<file path="config.mk">
export PLATFORM = sky130hd
export DESIGN_NAME = sum_window_avg
export DESIGN_NICKNAME = d
export VERILOG_FILES = /design/src/rtl/sum_window_avg.sv
export SDC_FILE = /design/constraint.sdc
export NUM_CORES = 1
export LEC_CHECK = 0
export CAP_MARGIN = 30
export CORE_ASPECT_RATIO = 0.5
export CORE_MARGIN = 3
export CORE_UTILIZATION = 50
export CTS_BUF_LIST = sky130_fd_sc_hd__clkbuf_4 sky130_fd_sc_hd__clkbuf_8
export CTS_CLUSTER_SIZE = 16
export DETAILED_ROUTE_END_ITERATION = 8
export HOLD_SLACK_MARGIN = 0.05
export PLACE_DENSITY_LB_ADDON = 0.3
export SLEW_MARGIN = 20
export SYNTH_ARGS = -nofsm -noshare
export SYNTH_HDL_FRONTEND = slang
export SYNTH_SLANG_ARGS = --single-unit
</file>
<file path="constraint.sdc">
create_clock -name clk -period 5.65 [get_ports clk]
set_input_delay 0.8475 -clock clk [delete_from_list [all_inputs] [get_ports clk]]
set_output_delay 0.8475 -clock clk [all_outputs]
set_load 0.005 [all_outputs]
</file>
<file path="src/rtl/sum_window_avg.sv">
// Sums fixed windows of 2^LOG2_N qualified inputs and queues {rounded mean, total} in a 2-entry buffer.
// Result valid one cycle after the last sum of a window is accepted; no input backpressure, full-buffer results are dropped and flagged.
module sum_window_avg #(
  parameter  int IN_W   = 18,
  parameter  int LOG2_N = 2,
  localparam int TOT_W  = IN_W + LOG2_N
) (
  input  logic              clk,
  input  logic              rst_n,
  input  logic              clr,
  input  logic [IN_W-1:0]   sum_in,
  input  logic              sum_valid,
  output logic              out_valid,
  input  logic              out_ready,
  output logic [IN_W-1:0]   avg_out,
  output logic [TOT_W-1:0]  total_out,
  output logic [LOG2_N-1:0] win_cnt,
  output logic              drop_flag
);

  localparam logic [TOT_W-1:0] HALF = TOT_W'(1) << (LOG2_N - 1);

  typedef enum logic [1:0] {EMPTY, ONE, FULL} buf_state_e;

  buf_state_e        state_q;
  logic [TOT_W-1:0]  acc_q, acc_d;
  logic [LOG2_N-1:0] cnt_q, cnt_d;
  logic [IN_W-1:0]   head_avg_q, slot_avg_q;
  logic [TOT_W-1:0]  head_tot_q, slot_tot_q;
  logic              vld_q, drop_q;

  logic [TOT_W-1:0]  total_c;
  logic [IN_W-1:0]   avg_c;
  logic              push_c, pop_c;

  always_comb begin
    total_c = acc_q + TOT_W'(sum_in);
    acc_d   = acc_q;
    cnt_d   = cnt_q;
    push_c  = 1'b0;
    if (sum_valid) begin
      if (&cnt_q) begin
        acc_d  = '0;
        cnt_d  = '0;
        push_c = 1'b1;
      end else begin
        acc_d = total_c;
        cnt_d = cnt_q + LOG2_N'(1);
      end
    end
  end

  // The rounded mean of N values of IN_W bits always fits back into IN_W bits.
  assign avg_c = IN_W'((total_c + HALF) >> LOG2_N);
  assign pop_c = vld_q & out_ready;

  always_ff @(posedge clk or negedge rst_n) begin
    if (!rst_n) begin
      state_q    <= EMPTY;
      acc_q      <= '0;
      cnt_q      <= '0;
      head_avg_q <= '0;
      head_tot_q <= '0;
      slot_avg_q <= '0;
      slot_tot_q <= '0;
      vld_q      <= 1'b0;
      drop_q     <= 1'b0;
    end else if (clr) begin
      state_q <= EMPTY;
      acc_q   <= '0;
      cnt_q   <= '0;
      vld_q   <= 1'b0;
      drop_q  <= 1'b0;
    end else begin
      acc_q <= acc_d;
      cnt_q <= cnt_d;
      case (state_q)
        EMPTY: begin
          if (push_c) begin
            head_avg_q <= avg_c;
            head_tot_q <= total_c;
            vld_q      <= 1'b1;
            state_q    <= ONE;
          end
        end
        ONE: begin
          if (push_c && pop_c) begin
            head_avg_q <= avg_c;
            head_tot_q <= total_c;
          end else if (push_c) begin
            slot_avg_q <= avg_c;
            slot_tot_q <= total_c;
            state_q    <= FULL;
          end else if (pop_c) begin
            vld_q   <= 1'b0;
            state_q <= EMPTY;
          end
        end
        FULL: begin
          // A pop frees the slot in the same edge, so a simultaneous push still fits.
          if (pop_c) begin
            head_avg_q <= slot_avg_q;
            head_tot_q <= slot_tot_q;
            if (push_c) begin
              slot_avg_q <= avg_c;
              slot_tot_q <= total_c;
            end else begin
              state_q <= ONE;
            end
          end else if (push_c) begin
            drop_q <= 1'b1;
          end
        end
        default: begin
          state_q <= EMPTY;
          vld_q   <= 1'b0;
        end
      endcase
    end
  end

  assign out_valid = vld_q;
  assign avg_out   = head_avg_q;
  assign total_out = head_tot_q;
  assign win_cnt   = cnt_q;
  assign drop_flag = drop_q;

endmodule

</file>
==> impl_metrics.yaml <==
sta:
  finalMaxSlewViolations: 0
  holdWs_ns: 0.480
  setup_violations: 0
  worstMarginPinSlew_ns: 0.967
  totalNegativeSetupSlack_ns: 0
  layout_min_cycle_time_ns: 4.18
  fin_crit_sh: 0.739
  skew_ns: 0.0132
  max_freq_ghz: 0.239
  rsz0062_at_grt: "false"
  finalHoldViolCount: 0
  relSlewSlack: 0.354
worst_setup_path:
  end_kind: "flop"
  path_cells: "clkdlybuf4s50_1 > ha_1 > fa_1 > a211o_2 > a21oi_2 > xor2_2 > nor4_1 > nand4_1 > nor4b_2 > mux2i_1 > nand2_1"
  cp-startpoint: "sum_in[0]"
  crit_type: "in2reg"
  max_stage_delay_ns: 0.70
  crit_path_top_delay_cell: "nor4_1"
  start_kind: "input pin"
  critPathMaxFanout: 6
  reg2reg_from: "acc_q[0]$_DFFE_PN0P_"
  required_ns: 5.93
  cp.arrival_ns: 4.45
die:
  die_x_um: 159
  rows: 27
  start_util: 0.522
  die_area_um2: 13100
  num_io_pins: 65
  die_y_um: 82.4
  core_area_um2: 11200
yosys:
  yosysTopAreaCell: "dfrtp_1"
  yosysMostFrequentCell: "nand2_1"
  synthArstFlopShare: 1.00
  synth_top_area_share: 0.437
  ys_top_cells_by_count: "nand2_1 (143), dfrtp_1 (102), o21ai_0 (66), nor2_1 (35), a21oi_1 (30)"
  syn_inst: 633
  yosysWarnings: 0
  yosys-top-cells-area: "dfrtp_1 (44%), nand2_1 (9.2%), o21ai_0 (5.7%), ha_1 (4.3%), mux2i_1 (3.4%)"
  synth_edf_count: 0
  synth_ff_type: "dfrtp_1"
  synth.net_count: 677
  ys_seq_area_frac: 0.437
  synth_seq_cells: 102
  syn_area_um2: 5840
  synthDistinctLibCells: 68
  synth_area_per_cell_um2: 9.23
pwr:
  switching_power_mw: 0.735
  p_seq_frac: 0.411
  switching_share: 0.350
  combPwrFrac: 0.357
  p_clk_frac: 0.232
  powerDensity_nw_per_um2: 309
  ir_drop_mv: 0.124
  p_int_mw: 1.36
  leakagePower_nw: 3.07
layout:
  fillers: 967
  final_nets: 721
  layout-drive-gt1-share: 0.0806
  area_growth_pct: 16.0
  n_antenna_cell: 0
grt:
  grt_pass1_wl_mm: 23.2
  grt_usage: 0.221
  antenna_found_initial: 0
  grt_max_degree: 61
  grt_overflow: 0
  grt_pass1_vias: 4600
detailed_routing:
  drt_wl_total_mm: 13.9
  num_vias: 4811
  drc: 0
  wl_per_cell_um: 16.5
  drt-vias-per-instance: 5.72
  initialDrtViolationCount: 425
  ant_nets: 0
  dr.pass1.iters: 5
worst_hold_path:
  hp-class: "reg2reg"
  min_from: "slot_tot_q[3]$_DFFE_PN0P_"
clock_tree:
  cts_hold_buffers: 0
  clk_latency_ns: 0.38
  cts.sink_count: 102
  cts_resized: 0
  clk_pin_slew_worst_paths_ns: 0.10
  htree_levels: 3
  cts_made_buffers: 9
  clk_path_buf_depth: 2
  post-cts-setup-buffers: 0
  cts_tree: "yes"
  cts_root_buffer: "clkbuf_8"
placed_design:
  dp.final_hpwl_mm: 9.84
  gp_congestion: 0.909
  port_buffers: 64
run:
  drv_cap: 0
status:
  outcome: "finished clean"
-- per-stage QoR --
| step | worst slack [ns] | total power, mW | util | instance area (um^2) | instances |
|---|---|---|---|---|---|
| 6_report | 1.47 | 2.10 | 0.606 | 6780 | 841 |
| 3_5_place_dp | 1.16 | 1.62 | 0.588 | 6580 | 825 |
| 3_3_place_gp | 1.25 | 1.61 | 0.588 | 6580 | 825 |
| 4_1_cts | 1.56 | 2.11 | 0.606 | 6780 | 841 |
| 5_1_grt | 1.22 | 2.23 | 0.606 | 6780 | 841 |
| 2_1_floorplan | 1.92 | 1.33 | - | 5840 | 633 |
-- layout by cell type (no fill, tap or decap), drive strengths merged, types with 13 or more instances in the layout --
cell type | netlist | routed
dfrtp | 102 | 102
a22o | 13 | 13
nand2 | 143 | 143
a21oi | 33 | 33
nor2 | 35 | 35
ha | 20 | 20
mux2i | 20 | 20
xnor2 | 17 | 17
clkdlybuf4s50 | 0 | 63
o21ai | 70 | 70
-- state kept, by name, summed over array words and instances (netlist names) --
| name | cells |
|---|---|
| slot_avg_q | 18 |
| out_valid | 1 |
| total_out | 20 |
| slot_tot_q | 20 |
| state_q | 2 |
| win_cnt | 2 |
| acc_q | 20 |
| avg_out | 18 |
| drop_flag | 1 |
-- critical path: cells and delay by family --
family,cells,cell delay (ns)
xor gates and xnor gates,1,0.17
buffers and inverters,1,0.41
muxes,1,0.23
AOI/OAI and AO/OA,2,0.69
adders and majority gates,2,0.68
and+or+nand+nor,4,1.43
-- metal layers --
metal	global-route usage	wire length (um)	up-vias
met2	0.352	6110	142
li1	-	-	2335
met3	0.0578	922	20
met4	0.0480	162	0
met5	0	0	-
met1	0.309	6700	2314
-- final cells by class --
type | count | area [um^2] | area share
Clock buffer | 10 | 131 | 0.0194
Clock inverter | 6 | 70.1 | 0.0103
Inverter | 5 | 18.8 | 0.00277
Multi-Input combinational cell | 489 | 3120 | 0.461
Sequential cell | 102 | 2550 | 0.377
Tap cell | 159 | 199 | 0.0294
Timing Repair Buffer | 70 | 683 | 0.101
-- path summary, 6_finish.rpt --
check / cells after the start / slack (ns) / endpoint
setup / recovery: 11 / 1.47 / slot_avg_q[16]$_DFFE_PN0P_
hold / removal: 2 / 0.48 / slot_tot_q[3]$_DFFE_PN0P_
setup reg to reg: 10 / 1.97 / slot_avg_q[16]$_DFFE_PN0P_
hold reg to reg: 2 / 0.48 / slot_tot_q[3]$_DFFE_PN0P_
max in group asynchronous: 2 / 4.02 / slot_avg_q[1]$_DFFE_PN0P_
min in group asynchronous: 1 / 0.51 / avg_out[12]$_DFFE_PN0P_
-- cell families (layout without fill, tap and decap cells) --
| logic type | after synthesis | count (layout) | share of synthesized area |
|---|---|---|---|
| buf+inv | 42 | 91 | 0.0293 |
| fa+ha+maj | 21 | 21 | 0.0463 |
| simple gates | 240 | 240 | 0.194 |
| xor+xnor | 26 | 26 | 0.0416 |
| mux | 24 | 24 | 0.0420 |
| compound gates | 178 | 178 | 0.210 |
| flops | 102 | 102 | 0.437 |
-- power groups by stage --
stage	sequential [mW]	combinational, mW	clock, mW
3_5_place_dp	0.876	0.746	0
2_1_floorplan	0.872	0.462	0
6_report	0.862	0.749	0.486
5_1_grt	0.873	0.833	0.524
4_1_cts	0.862	0.752	0.495
3_3_place_gp	0.875	0.735	0
No activity file was read; power rests on OpenSTA's default activity.
